--- config.mk ---
export PLATFORM = sky130hd
export DESIGN_NAME = tx_ctrl_module
export DESIGN_NICKNAME = d
export VERILOG_FILES = /design/src/rtl/tx_ctrl_module_pkg.sv /design/src/rtl/tx_ctrl_module.sv
export SDC_FILE = /design/constraint.sdc
export NUM_CORES = 1
export LEC_CHECK = 0
export CAP_MARGIN = 10
export CORE_MARGIN = 3
export CORE_UTILIZATION = 46
export CTS_CLUSTER_SIZE = 24
export DETAILED_ROUTE_END_ITERATION = 6
export PLACE_DENSITY = 0.73
export SYNTH_ARGS = -nofsm -noshare
export SYNTH_HDL_FRONTEND = slang
export SYNTH_SLANG_ARGS = --single-unit
export TNS_END_PERCENT = 1
--- constraint.sdc ---
create_clock -name clk -period 1.3 [get_ports clk]
set_input_delay 0.26 -clock clk [delete_from_list [all_inputs] [get_ports clk]]
set_output_delay 0.26 -clock clk [all_outputs]
set_load 0.005 [all_outputs]
--- src/rtl/tx_ctrl_module_pkg.sv ---
// Shared definitions for the UART transmit controller: parity encodings,
// frame FSM states and the parity helper used when a byte is accepted.
package tx_ctrl_module_pkg;

    localparam int unsigned ParityNone = 0;
    localparam int unsigned ParityOdd  = 1;
    localparam int unsigned ParityEven = 2;

    typedef enum logic [2:0] {
        StIdle      = 3'd0,
        StWaitStart = 3'd1,
        StStart     = 3'd2,
        StData      = 3'd3,
        StParity    = 3'd4,
        StStop      = 3'd5
    } tx_state_e;

    // Unused upper bits are zero, so they never disturb the reduction.
    function automatic logic parity_bit(input logic [7:0] data, input int unsigned mode);
        return (mode == ParityOdd) ? ~^data : ^data;
    endfunction

endpackage

--- src/rtl/tx_ctrl_module.sv ---
// UART transmit controller: accepts a byte over valid/ready, requests bit timing
// from the baud generator and serialises start, data, parity and stop bits.
module tx_ctrl_module
    import tx_ctrl_module_pkg::*;
#(
    parameter int unsigned DATA_BITS   = 8,
    parameter int unsigned PARITY_MODE = 0,
    parameter int unsigned STOP_BITS   = 1
) (
    input  logic                 clk,
    input  logic                 rst_n,
    input  logic                 tx_valid,
    output logic                 tx_ready,
    input  logic [DATA_BITS-1:0] tx_data,
    input  logic                 tx_bps_clk,
    output logic                 tx_count_sig,
    output logic                 tx_pin,
    output logic                 tx_done
);

    if (DATA_BITS < 5 || DATA_BITS > 8 || PARITY_MODE > 2 || STOP_BITS < 1 || STOP_BITS > 2)
    begin : g_bad_params
        $error("tx_ctrl_module: illegal parameter combination");
    end

    localparam logic [2:0] LastIdx   = 3'(DATA_BITS - 1);
    localparam logic       LastStop  = 1'(STOP_BITS - 1);
    localparam logic       HasParity = (PARITY_MODE != ParityNone);

    tx_state_e            state_q, state_d;
    logic [DATA_BITS-1:0] sr_q, sr_d;
    logic                 par_q, par_d;
    logic [2:0]           idx_q, idx_d;
    logic                 stop_q, stop_d;
    logic                 pin_q, pin_d;
    logic                 cnt_q, cnt_d;
    logic                 done_q, done_d;

    always_comb begin
        state_d = state_q;
        sr_d    = sr_q;
        par_d   = par_q;
        idx_d   = idx_q;
        stop_d  = stop_q;
        pin_d   = pin_q;
        cnt_d   = cnt_q;
        done_d  = 1'b0;

        unique case (state_q)
            StIdle: begin
                if (tx_valid) begin
                    sr_d    = tx_data;
                    par_d   = parity_bit(8'(tx_data), PARITY_MODE);
                    cnt_d   = 1'b1;
                    state_d = StWaitStart;
                end
            end
            StWaitStart: begin
                if (tx_bps_clk) begin
                    pin_d   = 1'b0;
                    state_d = StStart;
                end
            end
            StStart: begin
                if (tx_bps_clk) begin
                    pin_d   = sr_q[0];
                    sr_d    = sr_q >> 1;
                    idx_d   = 3'd0;
                    state_d = StData;
                end
            end
            StData: begin
                if (tx_bps_clk) begin
                    if (idx_q == LastIdx) begin
                        if (HasParity) begin
                            pin_d   = par_q;
                            state_d = StParity;
                        end else begin
                            pin_d   = 1'b1;
                            stop_d  = 1'b0;
                            state_d = StStop;
                        end
                    end else begin
                        // sr_q[0] already holds the next bit after the shift on entry.
                        pin_d = sr_q[0];
                        sr_d  = sr_q >> 1;
                        idx_d = (idx_q == 3'd7) ? idx_q : idx_q + 3'd1;
                    end
                end
            end
            StParity: begin
                if (tx_bps_clk) begin
                    pin_d   = 1'b1;
                    stop_d  = 1'b0;
                    state_d = StStop;
                end
            end
            StStop: begin
                if (tx_bps_clk) begin
                    if (stop_q == LastStop) begin
                        cnt_d   = 1'b0;
                        done_d  = 1'b1;
                        state_d = StIdle;
                    end else begin
                        stop_d = 1'b1;
                    end
                end
            end
            default: begin
                pin_d   = 1'b1;
                cnt_d   = 1'b0;
                state_d = StIdle;
            end
        endcase
    end

    always_ff @(posedge clk or negedge rst_n) begin
        if (!rst_n) begin
            state_q <= StIdle;
            sr_q    <= '0;
            par_q   <= 1'b0;
            idx_q   <= 3'd0;
            stop_q  <= 1'b0;
            pin_q   <= 1'b1;
            cnt_q   <= 1'b0;
            done_q  <= 1'b0;
        end else begin
            state_q <= state_d;
            sr_q    <= sr_d;
            par_q   <= par_d;
            idx_q   <= idx_d;
            stop_q  <= stop_d;
            pin_q   <= pin_d;
            cnt_q   <= cnt_d;
            done_q  <= done_d;
        end
    end

    assign tx_ready     = (state_q == StIdle);
    assign tx_count_sig = cnt_q;
    assign tx_pin       = pin_q;
    assign tx_done      = done_q;

endmodule

-- Word-level counts from Yosys, hierarchy flattened
Index checks and enable logic that the tools add are counted.
- register bits after elaboration: 18
- bits of input ports: 12
- output and inout bits: 4
- logic and storage cells: 73
- bitwise gates (word level): 2
- equality and inequality tests: 15
- reduce and logical (&&, ||, !) cells: 12
- add/subtract/negate cells: 1
- muxes and demuxes: 36
- operators with widths (cell ; number):
    3-bit two-way mux ; 11
    8-bit two-way mux ; 4
    8-bit case mux with 3 select lines ; 1
    2-bit != test (second input constant) ; 9
    3-bit case mux with 6 select lines ; 1
    1-bit two-way mux ; 15
    5-bit AND reduction ; 3
    3-bit == test (second input constant) ; 3
    4-bit AND reduction ; 2
    8-bit AND reduction ; 1
    3-bit by 2-bit == test with 1-bit output (second input constant) ; 2
    1-bit case mux with 3 select lines ; 2
    3-bit case mux with 2 select lines ; 1
    3-bit nonzero test ; 2
    1-bit case mux with 5 select lines ; 1
    4-bit OR reduction ; 1
    3-bit by 1-bit adder with 3-bit output (second input constant) ; 1
    3-bit by 1-bit == test with 1-bit output (second input constant) ; 1
    3-bit logical NOT ; 1
    1-bit inverter ; 2
    2-bit nonzero test ; 1
    2-bit OR reduction ; 1

-- Longest topological paths before layout
- word-level depth: 4
- gate-level depth with buffers: 5
- gate-level depth less buffers: 5

-- Worst setup path after synthesis
Ideal clock, no wire load.
- path type: flip-flop to flip-flop
- start: reg idx_q[0]
- end: reg idx_q[0]
- data required time: 1.221 ns
- library setup time: 0.079 ns
- path slack: -0.057 ns
- buffers on the path: 0
- stages on the path, launching flop included: 6
- clock period less this slack: 1.357 ns
- data arrival time: 1.277 ns
- cells stage by stage: dfrtp_1 ha_1 ha_1 and4bb_2 nand2_1 mux2i_1
- longest elaborated chain between the ends: 4
- elaborated cells on any way between the ends: 7
- classes of those cells: add/sub (1); eq/ne (2); mux (3); reduce/logical (1)
- RTL lines (element ; RTL line ; RTL):
    start, declared ; tx_ctrl_module.sv:33 ; logic [2:0] idx_q, idx_d;
    start signal, assigned ; tx_ctrl_module.sv:131 ; idx_q <= idx_d;
    3-bit by 1-bit adder with 3-bit output ; tx_ctrl_module.sv:87 ; idx_d = (idx_q == 3'd7) ? idx_q : idx_q + 3'd1;
    3-bit two-way mux ; tx_ctrl_module.sv:74 ; if (idx_q == LastIdx) begin
    3-bit two-way mux ; tx_ctrl_module.sv:73 ; if (tx_bps_clk) begin
    3-bit case mux with 2 select lines ; tx_ctrl_module.sv:49 ; unique case (state_q)
Several ways; a longest one is shown, not always the timed one. The select of a mux whose other input is x is not followed.
A chain may end at the register's enable or synchronous reset.

-- Worst setup path in the final report
- start: reg idx_q[0]
- end: reg sr_q[0]
- longest elaborated chain between the ends: 3
- RTL lines (element ; RTL line ; RTL):
    3-bit == test ; tx_ctrl_module.sv:74 ;
    2-bit != test (no line) ; n/a ;
    5-bit AND reduction (no line) ; n/a ;
    end signal, assigned ; tx_ctrl_module.sv:129 ; sr_q <= sr_d;
    end, declared ; tx_ctrl_module.sv:31 ; logic [DATA_BITS-1:0] sr_q, sr_d;
Every way passes these cells.

==> results_dict.tcl <==
set metrics [dict create \
    status "complete, but fails checks" \
    violations "negative setup slack" \
    syn_area_um2 973 \
    n_fill_cell 134 \
    finalCritPeriodShare_pct 106 \
    critPathKind "reg2reg" \
    ys_ff_latch 17 \
    drt_wl_total_um 2220 \
    post_drt_via_cell_ratio 5.79 \
    std_cell_rows 16 \
    routedWlPerCell_um 14.8 \
    syn_to_final_growth_pct 42.3 \
    p_leak_uw 0.000590 \
    ys_warn_count 0 \
    finalHoldViolCount 0 \
    dieHeight_um 52 \
    dieArea_um2 2700 \
    core-area_um2 1980 \
    synth.avg_cell_area_um2 10.7 \
    cts_tree "built" \
    startpoint "idx_q[0]" \
    drt-initial-drc-count 18 \
    sequentialPowerShare_pct 38.3 \
    ys_types 31 \
    fin_crit_ps 1370 \
    setup_violations 10 \
    num_io_pins 16 \
    ff2ff_path_depth 5 \
    rsz0062_at_grt "true" \
    clk_pin_slew_worst_paths_ps 100 \
    switching_power_uw 853 \
    drc_errors 0 \
    grt_first_pass_wirelength_um 3530 \
    drt_pre_antenna_iters 4 \
    antenna_found_initial 0 \
    yosysSeqAreaShare_pct 43.8 \
    clockPowerShare_pct 12.2 \
    initial_core_util_pct 49.1 \
    htree_levels 1 \
    clock-sinks 17 \
    dp_hpwl_um 1420 \
    hp-class "in2async" \
    ff2ff_setup_slack_ps -70 \
    power_density_nw_per_um2 1670 \
    clockBufferDepth 2 \
    place_area_um2 1210 \
    finish.instance_area_um2 1390 \
    switching_share_pct 36.9 \
    numPlacedInstances 139 \
    drv_slew 0 \
    vias 869 \
    grt_pass1_vias 780 \
    die_width_um 52 \
    nets 139 \
    worst_setup_path_start_kind "flop" \
    clkLatencyLatePin_ps 290 \
    grtUsageTotal_pct 17.8 \
    hold_buffers 0 \
    rr_endpoint "sr_q[0]" \
    cp.required_ps 1510 \
    grt.overflow.total 0 \
    cts_made_buffers 3 \
    drv_cap 0 \
    ir_drop_mv 1.11 \
    worstMarginPinSlew_ps 270 \
    power_uw 2310 \
    path_max_fanout 8 \
    numPortBuffers 15 \
    share_comb_of_total_power_pct 49.5 \
    synth_nets 106 \
    finalSetupTns_ps -305 \
    regToRegStartpoint "idx_q[0]" \
    gp_congestion 0.780 \
    cts_root_buf "clkbuf_4" \
    end_kind "flop" \
    n_antenna_cell 0 \
    cp.arrival_ps 1590 \
    fmax_ghz 0.728 \
    intPower_uw 1460 \
    stdcell_count 150 \
    fin_skew_ps 5.69 \
    slew_headroom_pct 81.5 \
    setup_slack_ps -73.2 \
    syn-instance-count 91 \
    grt_max_degree 20 \
    ant_nets 0 \
    drive_above_1_share_pct 34.1 \
]
worst max-delay path: stages (launching register included):
cell and delay (ps):
dfrtp_1 400, ha_4 180, ha_4 170, nand2_8 80, a22o_4 270, a31oi_1 200
power by group through the flow:
stage / logic (µW) / registers [µW] / clock network, µW
after detailed placement: 934 / 862 / 0
after global routing: 1270 / 906 / 311
final: 1150 / 886 / 283
after CTS: 982 / 848 / 285
after floorplan: 663 / 842 / 0
after global placement: 906 / 854 / 0
metal layers:
layer  vias up  routed length, µm  part of all wire, %  global-route usage [%]
met5         -                  0                    0                       0
met4         0                 33                  1.5                    8.30
li1        423                  -                    -                       -
met3         5                 82                  3.7                    2.87
met1       423               1020                   46                    24.1
met2        18               1080                   49                    27.6
stage by stage:
stage	hold WS (ps)	setup WS [ps]	utilization (%)
2_1_floorplan	-35.6	-21.6	-
3_3_place_gp	486	-212	61.0
3_5_place_dp	500	-224	61.0
4_1_cts	294	-71.8	63.8
5_1_grt	295	-130	69.9
6_report	284	-73.2	69.9
worst max path at each step:
stage	end	slack, ps	depth (start not counted)
5_1_grt	sr_q[0]	-130	5
4_1_cts	sr_q[6]	-70	5
6_report	sr_q[0]	-70	5
3_3_place_gp	sr_q[0]	-210	4
2_1_floorplan	idx_q[0]	-20	5
3_5_place_dp	sr_q[6]	-220	4
sequential cells by signal (all words and copies together), names as in the netlist:
register	count
sr_q	8
idx_q	3
state_q	3
tx_count_sig	1
tx_done	1
tx_pin	1
Yosys cell counts, drive strengths merged:
| master | count | share of area, % |
|---|---|---|
| a21o | 1 | 0.77 |
| a21oi | 3 | 1.5 |
| a22o | 1 | 1.8 |
| a22oi | 2 | 1.5 |
| a311oi | 7 | 6.3 |
| a31oi | 7 | 4.5 |
| a32oi | 3 | 2.7 |
| and2 | 1 | 0.90 |
| and4bb | 1 | 1.3 |
| buf | 6 | 5.3 |
| clkbuf | 2 | 0.77 |
| dfrtp | 16 | 41 |
| dfstp | 1 | 2.7 |
| ha | 3 | 3.9 |
| inv | 2 | 0.77 |
| mux2i | 8 | 8.2 |
| nand2 | 8 | 3.1 |
| nand3 | 3 | 1.5 |
| nand3b | 1 | 0.77 |
| nand4 | 1 | 0.64 |
| nor2 | 1 | 0.39 |
| nor2b | 1 | 0.64 |
| nor3 | 2 | 1.0 |
| nor3b | 1 | 0.77 |
| nor4b | 1 | 2.4 |
| o21ai | 6 | 3.1 |
| o21bai | 1 | 0.77 |
| o31ai | 1 | 0.77 |
cell type report:
| cell class | count | area [µm²] | share of cell area, % |
|---|---|---|---|
| Tap cell | 27 | 33.8 | 2.44 |
| Timing Repair Buffer | 36 | 308 | 22.2 |
| Inverter | 2 | 11.3 | 0.813 |
| Sequential cell | 17 | 427 | 30.8 |
| Multi-Input combinational cell | 64 | 579 | 41.8 |
| Clock buffer | 4 | 26.3 | 1.90 |
timing repair:
item / CTS / global route
pin swaps: 6 / 8
resized for setup: 12 / 15
setup buffers: 3 / 4
endpoints found under the setup margin: 17 / 16
placed cells by master, fill, tap and decap left out, drive strengths merged, types with 2 or more instances in the layout:
| master | synthesis | routed |
|---|---|---|
| nand3 | 3 | 3 |
| ha | 3 | 3 |
| a21oi | 3 | 3 |
| a32oi | 3 | 3 |
| buf | 6 | 22 |
| a31oi | 7 | 7 |
| nand2 | 8 | 8 |
| dfrtp | 16 | 16 |
| nor3 | 2 | 2 |
| a311oi | 7 | 7 |
| o21ai | 6 | 6 |
| a22oi | 2 | 2 |
| clkdlybuf4s50 | 0 | 11 |
| dlygate4sd2 | 0 | 2 |
| clkbuf | 2 | 5 |
| mux2i | 8 | 8 |
cell families after synthesis:
logic type	count (synthesis)	synth area share (%)
compound gates	32	23.8
simple gates	21	13.5
fa+ha+maj	3	3.86
buf+inv	10	6.81
mux	8	8.23
flops	17	43.8
No activity file was read; power rests on OpenSTA's default activity.
